### src/rtl/sr_bank_driver.sv
// Write-side sequencer for a bank of SR flip-flops: pulse s/r, settle, read back, retry.
// Define SR_BANK_DRIVER_TOGGLE_EN to drive changing bits with the s=r=1 toggle code.
//
// state  | meaning
// IDLE   | waiting for a target word, in_ready high
// DRIVE  | one-cycle s/r excitation pulse on the bank
// SETTLE | SETTLE_CYC quiet cycles while the bank settles
// VERIFY | compare bank readback to target; finish, retry or give up

module sr_bank_driver #(
   parameter int WIDTH      = 8,
   parameter int SETTLE_CYC = 2,
   parameter int MAX_RETRY  = 3,
   parameter int RC_W       = 2
) (
   input  logic             cp,
   input  logic             rst,
   input  logic             in_valid,
   output logic             in_ready,
   input  logic [WIDTH-1:0] in_data,
   input  logic [WIDTH-1:0] q_in,
   output logic [WIDTH-1:0] s_out,
   output logic [WIDTH-1:0] r_out,
   output logic             busy,
   output logic             done,
   output logic             err,
   output logic [RC_W-1:0]  retry_cnt,
   output logic [7:0]       err_cnt
);

   typedef enum logic [1:0] {ST_IDLE, ST_DRIVE, ST_SETTLE, ST_VERIFY} state_t;

   localparam int              SC_W         = (SETTLE_CYC > 1) ? $clog2(SETTLE_CYC) : 1;
   localparam logic [SC_W-1:0] LP_SETTLE_LD = SC_W'(SETTLE_CYC - 1);
   localparam logic [RC_W-1:0] LP_MAX_RETRY = RC_W'(MAX_RETRY);

   state_t           r_state;
   state_t           w_state_nxt;
   logic [SC_W-1:0]  r_settle_cnt;
   logic [WIDTH-1:0] r_target;
   logic [WIDTH-1:0] w_tgt;
   logic [WIDTH-1:0] w_diff;
   logic [WIDTH-1:0] w_s;
   logic [WIDTH-1:0] w_r;
   logic             w_accept;
   logic             w_match;
   logic             w_settle_tc;
   logic             w_retry_ok;

   assign in_ready    = (r_state == ST_IDLE);
   assign busy        = ~in_ready;
   assign w_accept    = in_valid & in_ready;
   assign w_match     = (q_in == r_target);
   assign w_settle_tc = (r_settle_cnt == '0);
   assign w_retry_ok  = (retry_cnt < LP_MAX_RETRY);

   // Excitation is computed from in_data on accept and from the latched target on retries.
   assign w_tgt  = (r_state == ST_IDLE) ? in_data : r_target;
   assign w_diff = w_tgt ^ q_in;

`ifdef SR_BANK_DRIVER_TOGGLE_EN
   assign w_s = w_diff;
   assign w_r = w_diff;
`else
   assign w_s = w_tgt & ~q_in;
   assign w_r = ~w_tgt & q_in;
`endif

   always_ff @(posedge cp) begin
      if (rst) r_state <= ST_IDLE;
      else     r_state <= w_state_nxt;
   end

   always_comb begin
      w_state_nxt = r_state;
      case (r_state)
         ST_IDLE:   if (w_accept) w_state_nxt = ST_DRIVE;
         ST_DRIVE:  w_state_nxt = ST_SETTLE;
         ST_SETTLE: if (w_settle_tc) w_state_nxt = ST_VERIFY;
         ST_VERIFY: begin
            if (w_match)         w_state_nxt = ST_IDLE;
            else if (w_retry_ok) w_state_nxt = ST_DRIVE;
            else                 w_state_nxt = ST_IDLE;
         end
         default:   w_state_nxt = ST_IDLE;
      endcase
   end

   always_ff @(posedge cp) begin
      if (rst) begin
         s_out        <= '0;
         r_out        <= '0;
         done         <= 1'b0;
         err          <= 1'b0;
         retry_cnt    <= '0;
         err_cnt      <= '0;
         r_target     <= '0;
         r_settle_cnt <= '0;
      end else begin
         s_out <= '0;
         r_out <= '0;
         done  <= 1'b0;
         err   <= 1'b0;
         case (r_state)
            ST_IDLE: begin
               if (w_accept) begin
                  r_target  <= in_data;
                  retry_cnt <= '0;
                  s_out     <= w_s;
                  r_out     <= w_r;
               end
            end
            ST_DRIVE:  r_settle_cnt <= LP_SETTLE_LD;
            ST_SETTLE: if (!w_settle_tc) r_settle_cnt <= r_settle_cnt - 1'b1;
            ST_VERIFY: begin
               if (w_match) begin
                  done <= 1'b1;
               end else if (w_retry_ok) begin
                  retry_cnt <= retry_cnt + 1'b1;
                  s_out     <= w_s;
                  r_out     <= w_r;
               end else begin
                  err <= 1'b1;
                  if (err_cnt != 8'hFF) err_cnt <= err_cnt + 8'd1;
               end
            end
            default: ;
         endcase
      end
   end

endmodule

### config.mk
export PLATFORM = sky130hd
export DESIGN_NAME = sr_bank_driver
export DESIGN_NICKNAME = d
export VERILOG_FILES = /design/src/rtl/sr_bank_driver.sv
export SDC_FILE = /design/constraint.sdc
export NUM_CORES = 1
export LEC_CHECK = 0
export ABC_AREA = 1
export CAP_MARGIN = 20
export CORE_ASPECT_RATIO = 0.75
export CORE_UTILIZATION = 40
export DETAILED_ROUTE_END_ITERATION = 8
export PLACE_DENSITY = 0.66
export REMOVE_ABC_BUFFERS = 1
export SLEW_MARGIN = 20
export SYNTH_ARGS = -nofsm -noshare
export SYNTH_HDL_FRONTEND = slang
export SYNTH_SLANG_ARGS = --single-unit
### constraint.sdc
create_clock -name cp -period 4.6 [get_ports cp]
set_clock_uncertainty 0.15 [all_clocks]
set_input_delay 0.92 -clock cp [delete_from_list [all_inputs] [get_ports cp]]
set_output_delay 0.92 -clock cp [all_outputs]
set_load 0.02 [all_outputs]
==> metrics.csv, run 1 <==
stage,metric,value,unit
cts,H-tree depth,2,
worst_setup_path,r2r endpoint,r_out[5],
worst_setup_path,critical path class,register to output pin,
worst_hold_path,WHS Path Cells,2,
worst_setup_path,reg-to-reg setup timing slack,2640,ps
worst_setup_path,critical path endpoint,in_ready,
pwr,static leakage,1.08,nW
synth,main flop type after synthesis,dfxtp_1,
synth,post-synthesis async set-or-reset flop share,0,
global_route,total gr overflow,0,
synth,synthesized flop and latch total,39,
layout,synthesis-to-finish area growth,31.3,%
worst_hold_path,hold crit path type,register to register,
worst_setup_path,Crit path max-delay family,buffers and inverters,
layout,fraction of layout cells with a size suffix above 1,0.0646,
worst_setup_path,Worst Path Max Fanout,10,
worst_setup_path,cell depth of the worst setup path,3,
worst_setup_path,R2R Path Start,r_state[0],
cts,CTS Buf Count,5,
synth,post-synth cell types,24,
worst_setup_path,kind of end point of the critical path,output pin,
synth,Ys Warns,0,
drt,Antenna Violating Nets Remaining,0,
cts,Worst-path clk slew,70,ps
pwr,Design Power,0.00113,W
run,Max Cap Viol,0,
global_route,vias in the first global route,1339,
worst_setup_path,critical path required time,3530,ps
layout,Post-Layout Cell Count,351,
synth,cells after synthesis,249,
cts,CTS tree,built,
sta,Slew HR,0.641,
sta,setup TNS,0,ps
synth,"top cells by count, synth","nand2_1 (49), dfxtp_1 (39), nor2_1 (27)",
synth,Yosys top cell area share,0.421,
global_route,GR Util All Layers,0.174,
drt,First-pass DRT Iterations,4,
sta,minimum clock period,2940,ps
floorplanning,# rows,21,
cts,post_cts resized,0,
cts,clk_lat worst skew,290,ps
place,RD Place Congestion,0.790,
pwr,VDD IR-drop max,0.361,mV
synth,most frequent cell after synthesis,nand2_1,
synth,Yosys top cell by area,dfxtp_1,
drt,Residual DRC,0,
cts,"Setup Fix Bufs, Post-CTS",0,
drt,Total Wirelength,4.01,mm
sta,Worst Max-Slew Pin Slew,539,ps
synth,synth top area cells,"dfxtp_1 (42%), nand2_1 (9.9%), nor2_1 (5.5%), and3_1 (5.4%), o21ai_0 (5.1%)",
worst_setup_path,worst path bufs/invs,2,
run_status,status,completed,
global_route,gr busiest metal,met1,
worst_setup_path,WP data arrival,1870,ps
sta,fmax,341,MHz
worst_setup_path,Worst path max stage delay,690,ps
synth,"Avg Cell Area, Syn",7.44,um^2
global_route,largest net degree at the start of global routing,17,
place,Post-DP Area,2350,um^2
global_route,initial antenna violation count,0,
sta,Max Transition Viols Final,0,
floorplanning,Core Area,4470,um^2
floorplanning,Die Wd,80.6,um
drt,vias,1664,
synth,register area share after synthesis,0.421,
worst_setup_path,critical-path cell list,inv_1 > ha_1 > clkdlybuf4s50_1,
layout,fin util,0.545,
floorplanning,Ports,49,
place,post-DP HPWL,2.96,mm
drt,DR vias/cell,4.74,
pwr,pwr dens,464,nW/um^2
floorplanning,height of the die,60.9,um
sta,number of setup violations in the final report,0,
sta,Fin. Hold Viols,0,
cts,Root Driver,clkbuf_8,
synth,synthesized cell area,1850,um^2
global_route,first-pass GRT wire length,6.46,mm
synth,Post-synth EDFFs,0,
global_route,met2 GRT Util,0.231,
layout,Final Cell Area,2430,um^2
floorplanning,Die ar.,4910,um^2
worst_setup_path,worst reg-to-reg path cell count,5,
worst_setup_path,Slowest cell on crit path,clkdlybuf4s50_1,
cts,CTS max path bufs,2,
global_route,M1 GR Usage,0.271,
cts,cts hold-fix bufs,0,
global_route,met3 usage,0.0466,
cts,# clock sinks,39,
layout,n_diodes,0,
drt,Initial DRC Count,62,
floorplanning,Starting Density,0.415,
worst_setup_path,crit path from,r_state[0],
drt,WL per Instance,11.4,um
place,Cell Count Post-Placement,344,
place,Buffers on Ports,48,
sta,RSZ-0062 raised after global routing,false,
worst_setup_path,Setup crit start kind,register,
layout,final net count,319,
sta,final period utilization,0.638,
[power by group]
part,internal [W],leakage (nW),switching [W]
logic,0.000181,0.720,0.000295
clock network,0.000118,0.0470,0.000115
registers,0.000390,0.317,0.0000297
[final cells by class]
| cell class | count | area [um^2] |
|---|---|---|
| tap | 57 | 71.3 |
| fill | 444 | 2030 |
| clock buffer | 6 | 82.6 |
| inverter | 29 | 109 |
| multi-input combinational | 171 | 905 |
| clock inverter | 1 | 5.00 |
| timing repair buffer | 48 | 480 |
| sequential | 39 | 781 |
[cell usage in the layout (no fill, tap or decap), drive strengths merged]
master         instances
nand2                 51
dfxtp                 39
xnor2                  6
inv                   29
ha                     6
clkdlybuf4s50         48
or2                    2
nand3                  7
nor2                  29
mux2i                  2
xor2                   2
and3                  16
clkinv                 1
a21oi                 18
o21a                   1
o21ai                 21
nand4                 10
clkbuf                 6
[worst reg2reg max path, delay by kind of cell (launching register included)]
kind            cells  cell delay [ps]
compound gates      1              460
fa+ha+maj           1              440
buf+inv             2              280
flops               1              340
simple gates        1              250
[per-layer routing]
layer  wire length [um]  part of all wire  vias to the layer above
met5                  0                 0                        -
met4                 33            0.0082                        0
met3                179             0.045                        5
met2               1590              0.40                       30
met1               2210              0.55                      733
li1                   -                 -                      896
[registers in the layout, summed over array words and instances, names as in the netlist]
name and count:
retry_cnt 2, r_out 8, r_state 2, r_settle_cnt 1, err_cnt 8, err 1, done 1, r_target 8
s_out 8
[cells by family after synthesis]
logic type | count (synthesis) | synth area share
AO/OA/AOI/OAI | 40 | 0.111
XOR/XNOR | 8 | 0.0378
adder cells (fa/ha/maj) | 6 | 0.0405
buffers and inverters | 39 | 0.0905
flip-flops | 39 | 0.421
multiplexers | 2 | 0.0108
AND/OR/NAND/NOR | 115 | 0.288
[per-stage QoR]
step / setup WS, ps / hold WS, ps
after CTS: 1650 / 329
after detailed placement: 1820 / 318
after global routing: 1560 / 349
final: 1660 / 327
after global placement: 1860 / 316
after floorplan: 2590 / 297
[worst min path at each step]
| stage | from | end | slack (ps) |
|---|---|---|---|
| floorplan | r_target[4] | r_target[4] | 300 |
| global placement | r_target[5] | r_target[5] | 320 |
| detailed placement | r_target[5] | r_target[5] | 320 |
| CTS | r_target[5] | r_target[5] | 330 |
| global route | r_target[3] | r_target[3] | 350 |
| finish | r_target[5] | r_target[5] | 330 |
Power figures use the tool's default switching activity.
==> run 2, diff against run 1 <==
==> constraint.sdc (replaced) <==
create_clock -name cp -period 2.8 [get_ports cp]
set_clock_uncertainty 0.15 [all_clocks]
set_input_delay 0.56 -clock cp [delete_from_list [all_inputs] [get_ports cp]]
set_output_delay 0.56 -clock cp [all_outputs]
set_load 0.02 [all_outputs]
==> run 2 against run 1 <==
- clock power up 61%
- core utilization up 0.67 points
- total power rose by 67%
- cell count increased by 1.1%
- sequential share of layout area decreased by 0.39 points
- die area unchanged
- setup slack got worse by 1200 ps
- register-to-register slack lost 1600 ps
- hold slack is essentially flat
- clock-buffer cell count stayed put
- design area grew 1.2%
- via count increased by 2.0%
- critical endpoint is now busy
- largest cell class unchanged
- largest power group unchanged
==> metrics.csv, run 2 (same netlist as run 1, synthesis figures left out) <==
stage,metric,value,unit,change
run_status,status,completed,,
floorplanning,Ports,49,,unchanged
floorplanning,height of the die,60.9,um,unchanged
sta,setup TNS,0,ps,unchanged
global_route,initial antenna violation count,0,,unchanged
drt,Antenna Violating Nets Remaining,0,,unchanged
place,Cell Count Post-Placement,348,,+1.2%
sta,Slew HR,0.678,,+0.0370
layout,Sequential Area,781,um^2,unchanged
pwr,static leakage,1.10,nW,+1.8%
cts,Worst-path clk slew,70,ps,about the same
global_route,GR Util All Layers,0.177,,+0.00281
drt,First-pass DRT Iterations,4,,unchanged
sta,final period utilization,0.852,,
pwr,Logic pwr share,0.433,,+0.011
sta,setup ws final,415,ps,-1250 ps
floorplanning,Starting Density,0.415,,unchanged
sta,Fin. Hold Viols,0,,unchanged
global_route,first-pass GRT wire length,6.44,mm,-0.22%
pwr,Seq pwr share,0.367,,-0.005
sta,fmax,419,MHz,
run,Max Cap Viol,0,,unchanged
pwr,Switching Share,0.388,,-0.00174
pwr,Pint,0.00115,W,+67%
sta,number of setup violations in the final report,0,,unchanged
worst_setup_path,r2r endpoint,retry_cnt[1],,
place,Buffers on Ports,48,,unchanged
layout,synthesis-to-finish area growth,33.0,%,
global_route,total gr overflow,0,,unchanged
drt,Initial DRC Count,63,,+1.6%
layout,Post-Layout Cell Count,355,,+1.1%
layout,filler instances,420,,-5.4%
drt,Residual DRC,0,,unchanged
floorplanning,Core Area,4470,um^2,unchanged
sta,minimum clock period,2390,ps,
drt,vias,1697,,+2.0%
sta,Worst Max-Slew Pin Slew,483,ps,-55.6 ps
cts,Root Driver,clkbuf_8,,
drt,Total Wirelength,4.16,mm,+3.7%
floorplanning,Die ar.,4910,um^2,unchanged
pwr,NetSw,0.000732,W,+66%
pwr,pwr dens,765,nW/um^2,+65%
layout,"leading cell types in the layout, fill and taps excluded","nand2_1 (49), clkdlybuf4s50_1 (48), dfxtp_1 (39)",,
layout,n_diodes,0,,unchanged
worst_hold_path,hold crit path type,register to register,,
drt,WL per Instance,11.7,um,+2.5%
worst_setup_path,Setup crit start kind,register,,
drt,DR vias/cell,4.78,,+0.83%
layout,final net count,323,,+1.3%
layout,fraction of layout cells with a size suffix above 1,0.0772,,+0.0126
place,RD Place Congestion,0.802,,+1.6%
worst_setup_path,kind of end point of the critical path,output pin,,
worst_setup_path,crit path from,r_state[0],,
worst_setup_path,WP data arrival,1680,ps,-190 ps
layout,Multi-input gate area,905,um^2,unchanged
pwr,VDD IR-drop max,0.441,mV,+22%
worst_hold_path,worst hold endpoint,r_target[5],,
worst_setup_path,worst reg-to-reg path cell count,9,,+4
cts,clk_lat worst skew,290,ps,about the same
global_route,largest net degree at the start of global routing,17,,unchanged
place,post-DP HPWL,3.05,mm,+3.0%
cts,H-tree depth,2,,unchanged
cts,# clock sinks,39,,unchanged
cts,CTS Buf Count,5,,unchanged
floorplanning,Die Wd,80.6,um,unchanged
floorplanning,# rows,21,,unchanged
pwr,Design Power,0.00188,W,+67%
worst_setup_path,critical path class,register to output pin,,
worst_hold_path,hold_sp,r_target[5],,
global_route,vias in the first global route,1410,,+5.3%
cts,post_cts resized,0,,unchanged
worst_setup_path,R2R Path Start,r_state[0],,
cts,cts hold-fix bufs,0,,unchanged
pwr,Clock Power Share,0.200,,-0.006
worst_setup_path,reg-to-reg setup timing slack,1000,ps,-1640 ps
cts,"Setup Fix Bufs, Post-CTS",0,,unchanged
sta,Max Transition Viols Final,0,,unchanged
worst_setup_path,critical path required time,2090,ps,-1440 ps
cts,CTS max path bufs,2,,unchanged
sta,RSZ-0062 raised after global routing,false,,
layout,fin util,0.552,,+0.00672
worst_setup_path,Worst Path Max Fanout,4,,-6
cts,CTS tree,built,,
place,pre-CTS WS,419,ps,-1410 ps
layout,"commonest non-fill, non-tap cell in the layout",nand2_1,,
worst_hold_path,WHS Path Cells,2,,unchanged
run 2: final cells by class:
cell class / instances / area share
clock buffer: 6 / 0.0335
clock inverter: 1 / 0.00203
inverter: 29 / 0.0442
multi-input combinational: 171 / 0.367
sequential: 39 / 0.317
tap: 57 / 0.0289
timing repair buffer: 52 / 0.207
run 2: power groups by stage:
stage               Sequential, W  Combinational (W)  Clock (W)
floorplan                0.000732           0.000493          0
global placement         0.000703           0.000804          0
detailed placement       0.000704           0.000811          0
CTS                      0.000691           0.000819   0.000388
global route             0.000698           0.000918   0.000412
finish                   0.000692           0.000817   0.000376
run 2: worst max path at each step:
stage                 endpoint  slack (ps)
floorplan           err_cnt[6]        1120
global placement      s_out[4]         450
detailed placement    r_out[2]         420
CTS                       busy         390
global route              busy         300
finish                    busy         410
run 2: per-layer routing:
layer,routed length [um],share of wire,track usage,vias to the layer above
met5,0,0,0,-
met4,34,0.0082,0.0536,0
met3,189,0.045,0.0632,4
met2,1750,0.42,0.253,36
met1,2190,0.53,0.249,757
li1,-,-,-,900
run 2: per-stage QoR:
stage               cell area, um^2  hold slack [ps]
global route                   2460              342
finish                         2460              327
global placement               2380              310
CTS                            2460              329
detailed placement             2380              317
floorplan                      1790              297
run 2: critical path, stage by stage, from the launching register on:
cell             delay (ps)
dfxtp_1                 380
inv_1                    90
ha_1                    210
inv_1                   100
clkdlybuf4s50_1         610
==> patch (settings of run 2) <==
Register the output `err_cnt` once more, with the module's reset; this adds one clock of latency there. The other outputs are not delayed to match.
--- a/src/rtl/sr_bank_driver.sv
+++ b/src/rtl/sr_bank_driver.sv
@@ -34,4 +34,6 @@
    localparam logic [SC_W-1:0] LP_SETTLE_LD = SC_W'(SETTLE_CYC - 1);
    localparam logic [RC_W-1:0] LP_MAX_RETRY = RC_W'(MAX_RETRY);
+
+   logic [7:0] err_cnt_s0;
 
    state_t           r_state;
@@ -94,5 +96,5 @@
          err          <= 1'b0;
          retry_cnt    <= '0;
-         err_cnt      <= '0;
+         err_cnt_s0   <= '0;
          r_target     <= '0;
          r_settle_cnt <= '0;
@@ -122,5 +124,5 @@
                end else begin
                   err <= 1'b1;
-                  if (err_cnt != 8'hFF) err_cnt <= err_cnt + 8'd1;
+                  if (err_cnt_s0 != 8'hFF) err_cnt_s0 <= err_cnt_s0 + 8'd1;
                end
             end
@@ -130,4 +132,12 @@
    end
 
+   always_ff @(posedge cp) begin
+      if (rst) begin
+         err_cnt <= '0;
+      end else begin
+         err_cnt <= err_cnt_s0;
+      end
+   end
+
 endmodule
 
Check against the original RTL: no difference found for any inputs over 10 cycles, from zero or initial values and one cycle with rst high; that may be too few to reach the edited logic, so the function may still have changed.
==> patch against run 2 <==
  * Clock power rose by 18%
  * Hold slack got worse by 0.0081 ns
  * Sequential cell count rose by 8
  * Final area rose by 9.4%
  * Largest power group unchanged
  * Count of clock-buffer cells in the layout rose by 2
  * Total power rose by 9.6%
  * Largest cell class unchanged
  * Synthesized area rose by 12%
  * Final cell count rose by 7.9%
  * Wire length rose by 4.9%
  * Worst setup slack got worse by 0.028 ns
==> patch: results (changes against run 2) <==
finish:
  diodes: 0  # unchanged
  drive_gt1_share_pct: 5.88  # -1.8 points
  n_all_buffers: 51  # -1.9%
  bufAreaShareNonClock_pct: 18.7  # -2.1 points
  multi_input_area_share_pct: 35.4  # -1.4 points
  clkCellAreaFrac_pct: 3.71  # +0.16 points
  utilization_pct: 54.4  # -0.73 points
  clkbuf_count: 8  # +2
  n_all_inverters: 33  # +14%
  fin_nets: 347  # +7.4%
  multi_input_cells: 184  # +7.6%
  num-fill-cells: 496  # +18%
  seq_area_share_pct: 34.9  # +3.2 points
synthesis:
  ys_ff_latch: 47  # +21%
  yosysSeqAreaShare_pct: 45.2  # +3.0 points
  synthTopCellsByArea: "dfxtp_1 (45%), nand2_1 (9.9%), nor2_1 (6.8%)"
  ys_warn_count: 0  # unchanged
  synth_cells: 274  # +10%
  synth_async_sr_flop_share_pct: 0  # unchanged
  yosys_most_used_dff: "dfxtp_1"
  synth_common_cells: "nand2_1 (55), dfxtp_1 (47), nor2_1 (38), inv_1 (33), o21ai_0 (18)"
  yosysUniqueCellTypes: 25  # +4.2%
hold_path:
  hold_path_end: "err_cnt[4]"
  hp-class: "flip-flop to flip-flop"
  min_from: "err_cnt_s0[4]"
  min_delay_path_depth: 2  # unchanged
placement:
  routabilityCongestion: 0.780  # -2.7%
  dp_hpwl_um: 3190  # +4.7%
  pre_cts_ws_ns: 0.385  # -0.0342 ns
  dpl-instance-area_mm2: 0.00260  # +9.3%
  dpl.cell_count: 375  # +7.8%
pwr:
  ir_drop_mv: 0.533  # +21%
  leakage_uw: 0.00119  # +8.1%
clock_tree:
  h-tree-depth: 2  # unchanged
  clk_path_buf_depth: 2  # unchanged
routing:
  drtIter0Drc: 69  # +9.5%
  dr.pass1.iters: 4  # unchanged
  post_drt_wl_per_cell_um: 11.4  # -2.8%
  wirelength_um: 4360  # +4.9%
  vias: 1788  # +5.4%
global_route:
  grt_pass1_vias: 1623  # +15%
  grt_max_degree: 17  # unchanged
  grt_usage_pct: 17.5  # -0.18 points
  grt_pass1_wl_um: 7460  # +16%
sta:
  worst_pin_slew_ns: 0.553  # +0.0697 ns
  holdWs_ns: 0.319  # -0.00809 ns
worst_setup_path:
  reg2reg_depth: 5  # -4
  rrSetupSlack_ns: 0.83  # -0.17 ns
  r2r_end: "s_out[7]"
  cpPeakStageDelay_ns: 0.61  # about the same
  worstPathArrival_ns: 1.70  # +0.02 ns
  r2r-start: "r_state[0]"
  cp_top_family: "buffers and inverters"
floorplanning:
  dieArea_mm2: 0.00550  # +12%
status:
  status: "finished, final reports clean"
==> patch: cell count changes in the layout (fill, tap and decap cells not counted), sizes merged, moves of 2 or more <==
cell	delta
nor2	+13
dfxtp	+8
nand2	+7
inv	+4
o21ai	-3
xnor2	-3
xor2	+3
clkbuf	+2
==> patch: logic make-up (layout without fill, tap and decap cells) <==
kind of cell / count (synthesis) / count (layout) / synth area share, %
XOR/XNOR: 8 / 8 / 3.36
AO/OA/AOI/OAI: 36 / 36 / 8.95
flip-flops: 47 / 47 / 45.2
buffers and inverters: 43 / 92 / 9.07
multiplexers: 2 / 2 / 0.961
adder cells (fa/ha/maj): 6 / 6 / 3.60
AND/OR/NAND/NOR: 132 / 132 / 28.9
==> patch: how the worst max path moves through the flow <==
stage                     slack, ns      endpoint       start  cells past startpoint
after global routing           0.29          busy  r_state[0]                      4
after CTS                      0.37          busy  r_state[0]                      4
after detailed placement       0.38      r_out[7]     q_in[1]                      9
after global placement         0.42      s_out[7]         rst                      4
after floorplan                1.07  retry_cnt[1]  r_state[0]                      8
final                          0.39          busy  r_state[0]                      4
==> patch: report_power, final <==
part | switching (uW) | internal (uW)
Clock | 217 | 225
Combinational | 502 | 319
Sequential | 47.8 | 754
==> patch: per-layer routing <==
metal | global-route usage [%] | share of wire (%) | routed length [um] | up-vias
met5 | 0 | 0 | 0 | -
met4 | 6.88 | 0.66 | 29 | 0
met3 | 4.33 | 5.2 | 227 | 2
met2 | 26.3 | 41 | 1800 | 45
met1 | 24.2 | 53 | 2300 | 782
li1 | - | - | - | 959
==> patch: tightest hold or removal path, cell delays in order (launching register included) <==
cell	delay, ns
dfxtp_1	0.34
inv_1	0.06
nor2_1	0.03
